### config.mk
export PLATFORM = sky130hd
export DESIGN_NAME = bcd_mod_step
export DESIGN_NICKNAME = d
export VERILOG_FILES = /design/src/rtl/bcd_stream_pkg.sv /design/src/rtl/bcd_mod_step.sv
export SDC_FILE = /design/constraint.sdc
export NUM_CORES = 1
export LEC_CHECK = 0
export BUFFER_PORTS_ARGS = -buffer_cell sky130_fd_sc_hd__clkbuf_2
export CAP_MARGIN = 20
export CORE_MARGIN = 5
export CORE_UTILIZATION = 50
export DETAILED_ROUTE_END_ITERATION = 10
export PLACE_DENSITY = 0.76
export RECOVER_POWER = 50
export SYNTH_ARGS = -nofsm -noshare
export SYNTH_HDL_FRONTEND = slang
export SYNTH_SLANG_ARGS = --single-unit
### constraint.sdc
create_clock -name vclk -period 11.7
set_input_delay 2.34 -clock vclk [all_inputs]
set_output_delay 2.34 -clock vclk [all_outputs]
set_load 0.02 [all_outputs]
### src/rtl/bcd_stream_pkg.sv
// Shared types and constants for the streaming BCD residue checker.
package bcd_stream_pkg;

  typedef enum logic [1:0] {
    IDLE,
    ACCUM,
    RESULT
  } state_e;

  localparam int BCD_MAX = 9;
  localparam int STEP_W  = 8;

endpackage : bcd_stream_pkg

### src/rtl/bcd_mod_step.sv
// One Horner step of a decimal residue: (r*10 + d) mod DIVISOR, purely combinational.
module bcd_mod_step
  import bcd_stream_pkg::*;
#(
  parameter int DIVISOR = 3,
  parameter int RES_W   = 4
) (
  input  logic [RES_W-1:0] r_i,
  input  logic [3:0]       d_i,
  output logic [RES_W-1:0] mod_o
);

  logic [STEP_W-1:0] acc;

  // r < DIVISOR keeps r*10 + d below 16*DIVISOR, so one pass of
  // binary long division (subtract 8D, 4D, 2D, D) fully reduces it.
  always_comb begin
    // NOTE: give every combinational output a value before any branch so no latch is inferred.
    acc = STEP_W'(r_i) * STEP_W'(10) + STEP_W'(d_i);
    for (int k = 3; k >= 0; k--) begin
      if (acc >= STEP_W'(DIVISOR << k)) begin
        acc = acc - STEP_W'(DIVISOR << k);
      end
    end
    mod_o = acc[RES_W-1:0];
  end

endmodule : bcd_mod_step

==> results of run 1 <==
==> power by group through the flow <==
stage               logic, mW  clock network (mW)  registers (mW)
floorplan               0.230                   0               0
global placement        0.274                   0               0
detailed placement      0.281                   0               0
CTS                     0.283                   0               0
global route            0.315                   0               0
finish                  0.285                   0               0
==> final timing paths <==
kind	from	to	slack, ns	cells past startpoint
min	d_i[0]	mod_o[0]	5.08	3
max	r_i[3]	mod_o[1]	0.81	25
==> cell usage after synthesis (2+ instances only) <==
cell | count | area [um2]
a32o_1 | 2 | 20.0
o21ai_0 | 8 | 40.0
nor3b_1 | 2 | 15.0
and2_1 | 3 | 18.8
nor2_1 | 12 | 45.0
a211oi_1 | 3 | 22.5
a21oi_1 | 7 | 35.0
o211ai_1 | 5 | 37.5
ha_1 | 11 | 138
o211ai_2 | 2 | 25.0
mux2_2 | 2 | 22.5
o21ai_1 | 2 | 10.0
o2111ai_1 | 2 | 17.5
inv_2 | 2 | 7.51
xnor2_1 | 9 | 78.8
o311ai_0 | 2 | 17.5
buf_2 | 2 | 10.0
nand3_1 | 7 | 35.0
nand2b_1 | 5 | 31.3
inv_1 | 11 | 41.3
nand2_1 | 6 | 22.5
a21o_1 | 7 | 52.6
a2111oi_0 | 2 | 17.5
a21oi_2 | 2 | 17.5
o311ai_2 | 2 | 32.5
xor2_1 | 3 | 26.3
clkbuf_1 | 3 | 11.3
nor3_1 | 4 | 20.0
a221oi_1 | 2 | 17.5
fa_1 | 2 | 40.0
buf_6 | 2 | 22.5
==> metrics by stage <==
step / area [um2] / util (%)
2_1_floorplan: 1270 / -
3_3_place_gp: 1320 / 53.6
3_5_place_dp: 1320 / 53.6
4_1_cts: 1320 / 53.6
5_1_grt: 1310 / 53.2
6_report: 1310 / 53.2
==> critical path, delay by kind of cell <==
family          cells  cell delay (ns)
compound gates      7             1.59
xor+xnor            2             0.38
fa+ha+maj           5             1.82
buf+inv             4             0.59
mux                 1             0.22
simple gates        6             1.61
==> cells in the final DEF, fill, tap and decap left out, types with 2 or more instances in the layout <==
master / synthesis / final
a21oi_1: 7 / 8
inv_1: 11 / 11
o2111ai_1: 2 / 2
o211ai_2: 2 / 2
nand2_1: 6 / 6
a21o_1: 7 / 7
nor3_1: 4 / 4
nor2_1: 12 / 12
o21ai_1: 2 / 2
clkbuf_2: 0 / 12
a211oi_1: 3 / 3
ha_1: 11 / 11
xnor2_1: 9 / 9
o311ai_0: 2 / 2
o21ai_0: 8 / 8
a2111oi_0: 2 / 2
o211ai_1: 5 / 5
fa_1: 2 / 2
nor3b_1: 2 / 2
o311ai_2: 2 / 2
and2_1: 3 / 3
xor2_1: 3 / 3
inv_2: 2 / 2
mux2_2: 2 / 2
nand2b_1: 5 / 6
a32o_1: 2 / 2
a221oi_1: 2 / 2
nand3_1: 7 / 7
==> area by class of cell <==
type	instances	area [um2]	share of cell area, %
Tap cell	30	37.5	2.88
Multi-Input combinational cell	143	1160	88.8
Timing Repair Buffer	12	60.1	4.60
Inverter	13	48.8	3.74
==> kinds of logic (layout without fill, tap and decap cells) <==
group,after synthesis,in the layout,share of synthesized area (%)
compound gates,61,61,37.9
simple gates,50,50,23.4
buf+inv,21,25,7.88
xor+xnor,15,15,13.0
fa+ha+maj,13,13,14.0
mux,4,4,3.74
==> routing by layer <==
layer / vias to the layer above / routed length [um]
li1: 641 / -
met1: 594 / 1370
met2: 32 / 1400
met3: 2 / 118
met4: 0 / 9
met5: - / 0
==> flow_metrics.py, run 1 <==
metrics = {
    "outcome": {
        "status": "complete, no violations",
    },
    "floorplan": {
        "pin_count": 12,
        "dieArea_mm2": 0.00365,
        "die_h_um": 60.4,
        "num_rows": 18,
        "dieWidth_um": 60.4,
        "start_util_pct": 51.7,
        "core_mm2": 0.00245,
    },
    "timing": {
        "fmax_mhz": 91.8,
        "slew_violations": 0,
        "whs_ns": 5.08,
        "hold_viol": 0,
        "post-route-period-util_pct": 93.1,
        "worstMarginPinSlew_ns": 0.554,
        "setup_viol": 0,
        "worst_slack_ns": 0.812,
        "fin_crit_ns": 10.89,
        "finalSetupTns_ns": 0,
        "slew_headroom_pct": 62.6,
        "rsz0062_at_grt": "false",
    },
    "power_and_ir_drop": {
        "switching_share_pct": 59.8,
        "p_total_mw": 0.285,
        "p_seq_share_pct": 0,
        "power_density_mw_per_mm2": 218,
        "switching_power_mw": 0.171,
        "clkPwrFrac_pct": 0,
        "power_leakage_nw": 0.566,
        "internal_power_mw": 0.114,
        "p_comb_share_pct": 100.0,
        "ir_drop_mv": 0.178,
    },
    "route": {
        "drc": 0,
        "routed_via_density": 6.41,
        "first_iter_violations": 30,
        "vias": 1269,
        "drtAntennaViolNets": 0,
        "avgRoutedWirePerCell_um": 14.6,
        "wirelength_um": 2890,
        "dr.pass1.iters": 4,
    },
    "place": {
        "dp_slack_ns": 1.16,
        "port_buffers": 12,
        "dp_cells": 198,
        "hpwl_um": 2320,
        "routabilityCongestion": 0.934,
    },
    "critical_path": {
        "critPathKind": "in -> out",
        "critPathMaxStageDelay_ns": 0.70,
        "critPathMaxFanout": 12,
        "cp_slowest_cell": "fa_1",
        "cp-start-kind": "input port",
        "cp_common_cell": "ha_1",
        "end_kind": "output port",
        "arrival_ns": 8.55,
        "worstPathRequired_ns": 9.36,
    },
    "global_route": {
        "gr-usage-all-layers_pct": 16.6,
        "met2_usage_pct": 30.2,
        "grt_pass1_vias": 1163,
        "grt_use_met1_pct": 22.8,
        "busiest_layer": "met2",
        "antenna_found_initial": 0,
        "grt-ovfl-total": 0,
        "grt_pass1_wl_um": 5020,
        "grt_max_degree": 14,
        "use_met3_pct": 0.638,
    },
    "finish": {
        "clockBufferCount": 0,
        "post_layout_nonfiller_instances": 198,
        "fin_nets": 191,
        "drive_gt1_share_pct": 17.9,
        "fillCellCount": 246,
        "area_growth_pct": 2.76,
        "ff_latch_area_um2": 0,
        "seq_cells": 0,
        "antenna_cells": 0,
    },
    "synth": {
        "ys_seq_area_share_pct": 0,
        "syn_nets": 185,
        "syn_inst": 164,
        "syn_avg_cell_area_um2": 7.74,
        "syn_area_mm2": 0.00127,
        "yosys_warnings": 0,
        "synth_cell_type_count": 61,
    },
    "clock_tree": {
        "hold_buffers": 0,
        "postCtsSetupBuffers": 0,
        "cts.repair.resized": 0,
    },
    "min_path": {
        "min_path_type": "in -> out",
    },
    "flow_run": {
        "maxCapViolations": 0,
    },
}
(Power assumes the default switching activity.)
==> run 2, diff against run 1 <==
- clock period: 11.7 -> 10.1 ns (I/O delays scaled with it)
==> run 2 against run 1 <==
Against the previous run: via count decreased by 2.1%; hold slack got worse by 0.65 ns; wire length grew 2.6%; die area did not move; utilization is 1.6 points higher; first-iteration DRC count rose by 90%; power is 18% higher; non-clock buffer count grew 1; critical path depth unchanged; count of clock-buffer cells in the layout unchanged; worst setup slack got worse by 0.37 ns; design area increased by 3.1%; critical path type unchanged; largest cell class unchanged; largest power group unchanged; highest routed layer is now met3.
==> flow_metrics.py, run 2 (synthesis results as in run 1) <==
metrics = {
    "finish": {
        "fin_util_pct": 54.8,
        "fin_nets": 192,
        "final_area_mm2": 0.00135,
        "ff_latch_area_um2": 0,
        "fillCellCount": 226,
        "seq_cells": 0,
        "final_cell_mix": "nor2_1, clkbuf_2, inv_1",
        "drive_gt1_share_pct": 20.1,
        "area_growth_pct": 5.91,
        "antenna_cells": 0,
        "clockBufferCount": 0,
    },
    "timing": {
        "rsz0062_at_grt": "false",
        "worstMarginPinSlew_ns": 0.417,
        "hold_viol": 0,
        "worst_slack_ns": 0.443,
        "post-route-period-util_pct": 95.6,
        "slew_headroom_pct": 71.5,
        "setup_viol": 0,
        "slew_violations": 0,
        "fmax_mhz": 104,
        "fin_crit_ns": 9.66,
        "finalSetupTns_ns": 0,
    },
    "power_and_ir_drop": {
        "ir_drop_mv": 0.206,
        "power_leakage_nw": 0.575,
        "p_total_mw": 0.337,
        "power_density_mw_per_mm2": 250,
    },
    "critical_path": {
        "end_kind": "output port",
        "cp-start-kind": "input port",
        "arrival_ns": 7.64,
        "critPathKind": "in -> out",
        "worstPathRequired_ns": 8.08,
        "critPathMaxFanout": 12,
    },
    "outcome": {
        "status": "complete, no violations",
    },
    "floorplan": {
        "dieWidth_um": 60.4,
        "start_util_pct": 51.7,
        "dieArea_mm2": 0.00365,
        "core_mm2": 0.00245,
        "num_rows": 18,
        "die_h_um": 60.4,
        "pin_count": 12,
    },
    "route": {
        "wirelength_um": 2970,
        "drtAntennaViolNets": 0,
        "routed_via_density": 6.24,
        "drc": 0,
        "dr.pass1.iters": 4,
        "avgRoutedWirePerCell_um": 14.9,
        "first_iter_violations": 57,
        "vias": 1242,
    },
    "clock_tree": {
        "postCtsSetupBuffers": 0,
    },
    "global_route": {
        "antenna_found_initial": 0,
        "grt_pass1_wl_um": 5180,
        "grt_max_degree": 14,
        "gr-usage-all-layers_pct": 17.5,
        "grt_pass1_vias": 1173,
        "grt-ovfl-total": 0,
    },
    "place": {
        "routabilityCongestion": 0.918,
        "hpwl_um": 2400,
        "port_buffers": 12,
        "dp_slack_ns": 0.297,
        "postPlaceCellArea_mm2": 0.00132,
    },
    "min_path": {
        "min_path_type": "in -> out",
    },
    "flow_run": {
        "maxCapViolations": 0,
    },
}
## run 2: cell types whose count changed in the layout (fill, tap and decap cells not counted), sizes merged
cell | previous run | this run
buf | 0 | 1
## run 2: per-stage QoR
stage	instances	hold WS (ns)
floorplan	164	4.18
global placement	199	4.43
detailed placement	199	4.43
CTS	199	4.43
global route	199	4.46
finish	199	4.43
## run 2: layout make-up
type                            count  area (um2)  share of cell area [%]
Tap cell                           30        37.5                    2.79
Inverter                           13        48.8                    3.63
Multi-Input combinational cell    143        1190                    88.6
Timing Repair Buffer               13        67.6                    5.02
## run 2: what timing repair did
item / 4_1_cts / 5_1_grt
gates resized for setup: 0 / 5
endpoints found under the setup margin: 0 / 4
hold buffers: 0 / 0
## run 2: routing by layer
metal / up-vias / wire (um) / track usage (%)
li1: 639 / - / -
met1: 571 / 1400 / 24.0
met2: 32 / 1460 / 31.5
met3: 0 / 106 / 0.426
met4: 0 / 0 / 1.90
met5: - / 0 / 0
## run 2: worst max-delay path: stages
cell and delay (ns):
clkbuf_2 0.16, ha_1 0.30, ha_1 0.24, fa_1 0.51
xnor2_4 0.29, xnor2_1 0.15, nand3_1 0.13, a21oi_4 0.24
nand2b_4 0.13, xnor2_4 0.20, inv_2 0.10, ha_2 0.28
nor3_1 0.21, mux2_4 0.23, o211ai_1 0.16, a21o_1 0.28
or2_4 0.27, nor2_1 0.20, xnor2_1 0.10, ha_1 0.24
a211oi_1 0.25, a32o_1 0.23, or4b_1 0.46, nand4_1 0.11
clkbuf_2 0.17
## run 2: worst paths after layout
| kind | cells after the start | from | endpoint | slack, ns |
|---|---|---|---|---|
| max | 25 | r_i[3] | mod_o[1] | 0.44 |
| min | 3 | d_i[0] | mod_o[0] | 4.43 |
## run 2: power by group
group / internal, mW / total, mW / switching, mW / leakage, nW
registers: 0 / 0 / 0 / 0
clock network: 0 / 0 / 0 / 0
logic: 0.137 / 0.337 / 0.200 / 0.575
==> run 3, diff against run 2 <==
- clock period: 10.1 -> 10.7 ns (I/O delays scaled with it)
==> run 3 against run 2 <==
Against the previous run: via count shrank 0.40%; utilization shrank 1.2 points; wire length shrank 5.4%; first-iteration DRC count shrank 47%; critical endpoint unchanged.
==> flow_metrics.py, run 3 (synthesis results as in run 1) <==
metrics = {
    "floorplan": {
        "start_util_pct": 51.7,
        "die_h_um": 60.4,
        "dieWidth_um": 60.4,
        "dieArea_mm2": 0.00365,
        "num_rows": 18,
        "pin_count": 12,
        "core_mm2": 0.00245,
    },
    "global_route": {
        "grt-ovfl-total": 0,
        "grt_max_degree": 14,
        "gr-usage-all-layers_pct": 16.9,
        "grt_pass1_vias": 1169,
        "grt_pass1_wl_um": 5000,
        "antenna_found_initial": 0,
    },
    "timing": {
        "rsz0062_at_grt": "false",
        "slew_violations": 0,
        "fin_crit_ns": 10.11,
        "finalSetupTns_ns": 0,
        "slew_headroom_pct": 68.5,
        "post-route-period-util_pct": 94.5,
        "hold_viol": 0,
        "worstMarginPinSlew_ns": 0.466,
        "whs_ns": 4.68,
        "fmax_mhz": 98.9,
        "setup_viol": 0,
        "worst_slack_ns": 0.588,
    },
    "critical_path": {
        "critPathKind": "in -> out",
        "path_delay_family": "adder cells",
        "worst-path-buf-inv": 4,
        "worstPathRequired_ns": 8.56,
        "cp-start-kind": "input port",
        "cp_common_cell": "ha_1",
        "critPathMaxStageDelay_ns": 0.68,
        "arrival_ns": 7.97,
        "cp_slowest_cell": "fa_1",
        "critPathMaxFanout": 12,
        "worstSetupStartpoint": "r_i[3]",
        "end_kind": "output port",
    },
    "min_path": {
        "min_from": "d_i[0]",
        "min_path_type": "in -> out",
    },
    "finish": {
        "drive_gt1_share_pct": 19.0,
        "fin_nets": 191,
        "post_layout_nonfiller_instances": 198,
        "ff_latch_area_um2": 0,
        "antenna_cells": 0,
        "multi_input_area_mm2": 0.00117,
        "area_growth_pct": 3.65,
        "fin_util_pct": 53.6,
        "seq_cells": 0,
        "final_cell_mix": "nor2_1, clkbuf_2, inv_1, ha_1, xnor2_1",
        "clockBufferCount": 0,
        "fillCellCount": 232,
    },
    "route": {
        "routed_via_density": 6.25,
        "vias": 1237,
        "dr.pass1.iters": 4,
        "wirelength_um": 2810,
        "avgRoutedWirePerCell_um": 14.2,
        "drc": 0,
        "drtAntennaViolNets": 0,
        "first_iter_violations": 30,
    },
    "place": {
        "hpwl_um": 2320,
        "port_buffers": 12,
        "dp_cells": 198,
        "dp_slack_ns": 0.611,
        "routabilityCongestion": 0.912,
    },
    "power_and_ir_drop": {
        "power_density_mw_per_mm2": 238,
        "ir_drop_mv": 0.219,
        "power_leakage_nw": 0.569,
    },
    "flow_run": {
        "maxCapViolations": 0,
    },
    "clock_tree": {
        "postCtsSetupBuffers": 0,
        "cts.repair.resized": 0,
        "hold_buffers": 0,
    },
    "outcome": {
        "status": "complete, no violations",
    },
}
==> run 3: changes by cell type in the layout (fill, tap and decap cells not counted), sizes merged <==
cell / change
buf: -1
==> run 3: power breakdown <==
| group | internal (mW) | switching (mW) | leakage (nW) |
|---|---|---|---|
| Combinational | 0.126 | 0.187 | 0.569 |
| Clock | 0 | 0 | 0 |
| Sequential | 0 | 0 | 0 |
==> run 3: cell type report <==
| class | count | area share, % |
|---|---|---|
| Multi-Input combinational cell | 143 | 88.9 |
| Tap cell | 30 | 2.85 |
| Inverter | 13 | 3.71 |
| Timing Repair Buffer | 12 | 4.56 |
==> run 3: worst paths after layout <==
kind | end | slack (ns) | cells past startpoint
max | mod_o[1] | 0.59 | 25
min | mod_o[0] | 4.68 | 3
==> run 3: tightest hold or removal path: stages <==
cell and delay (ns):
clkbuf_2 0.16, xnor2_1 0.09, clkbuf_2 0.15
==> run 3: layer usage <==
metal  vias up  global-route usage, %  wire length [um]
met1       562                   24.7              1340
li1        634                      -                 -
met2        35                   28.4              1320
met5         -                      0                 0
met3         6                  0.426               113
met4         0                   1.90                39
==> run 3: metrics by stage <==
| stage | instance area [um2] | total power, mW |
|---|---|---|
| 6_report | 1320 | 0.313 |
| 3_3_place_gp | 1320 | 0.300 |
| 4_1_cts | 1320 | 0.312 |
| 3_5_place_dp | 1320 | 0.310 |
| 5_1_grt | 1320 | 0.348 |
| 2_1_floorplan | 1270 | 0.252 |
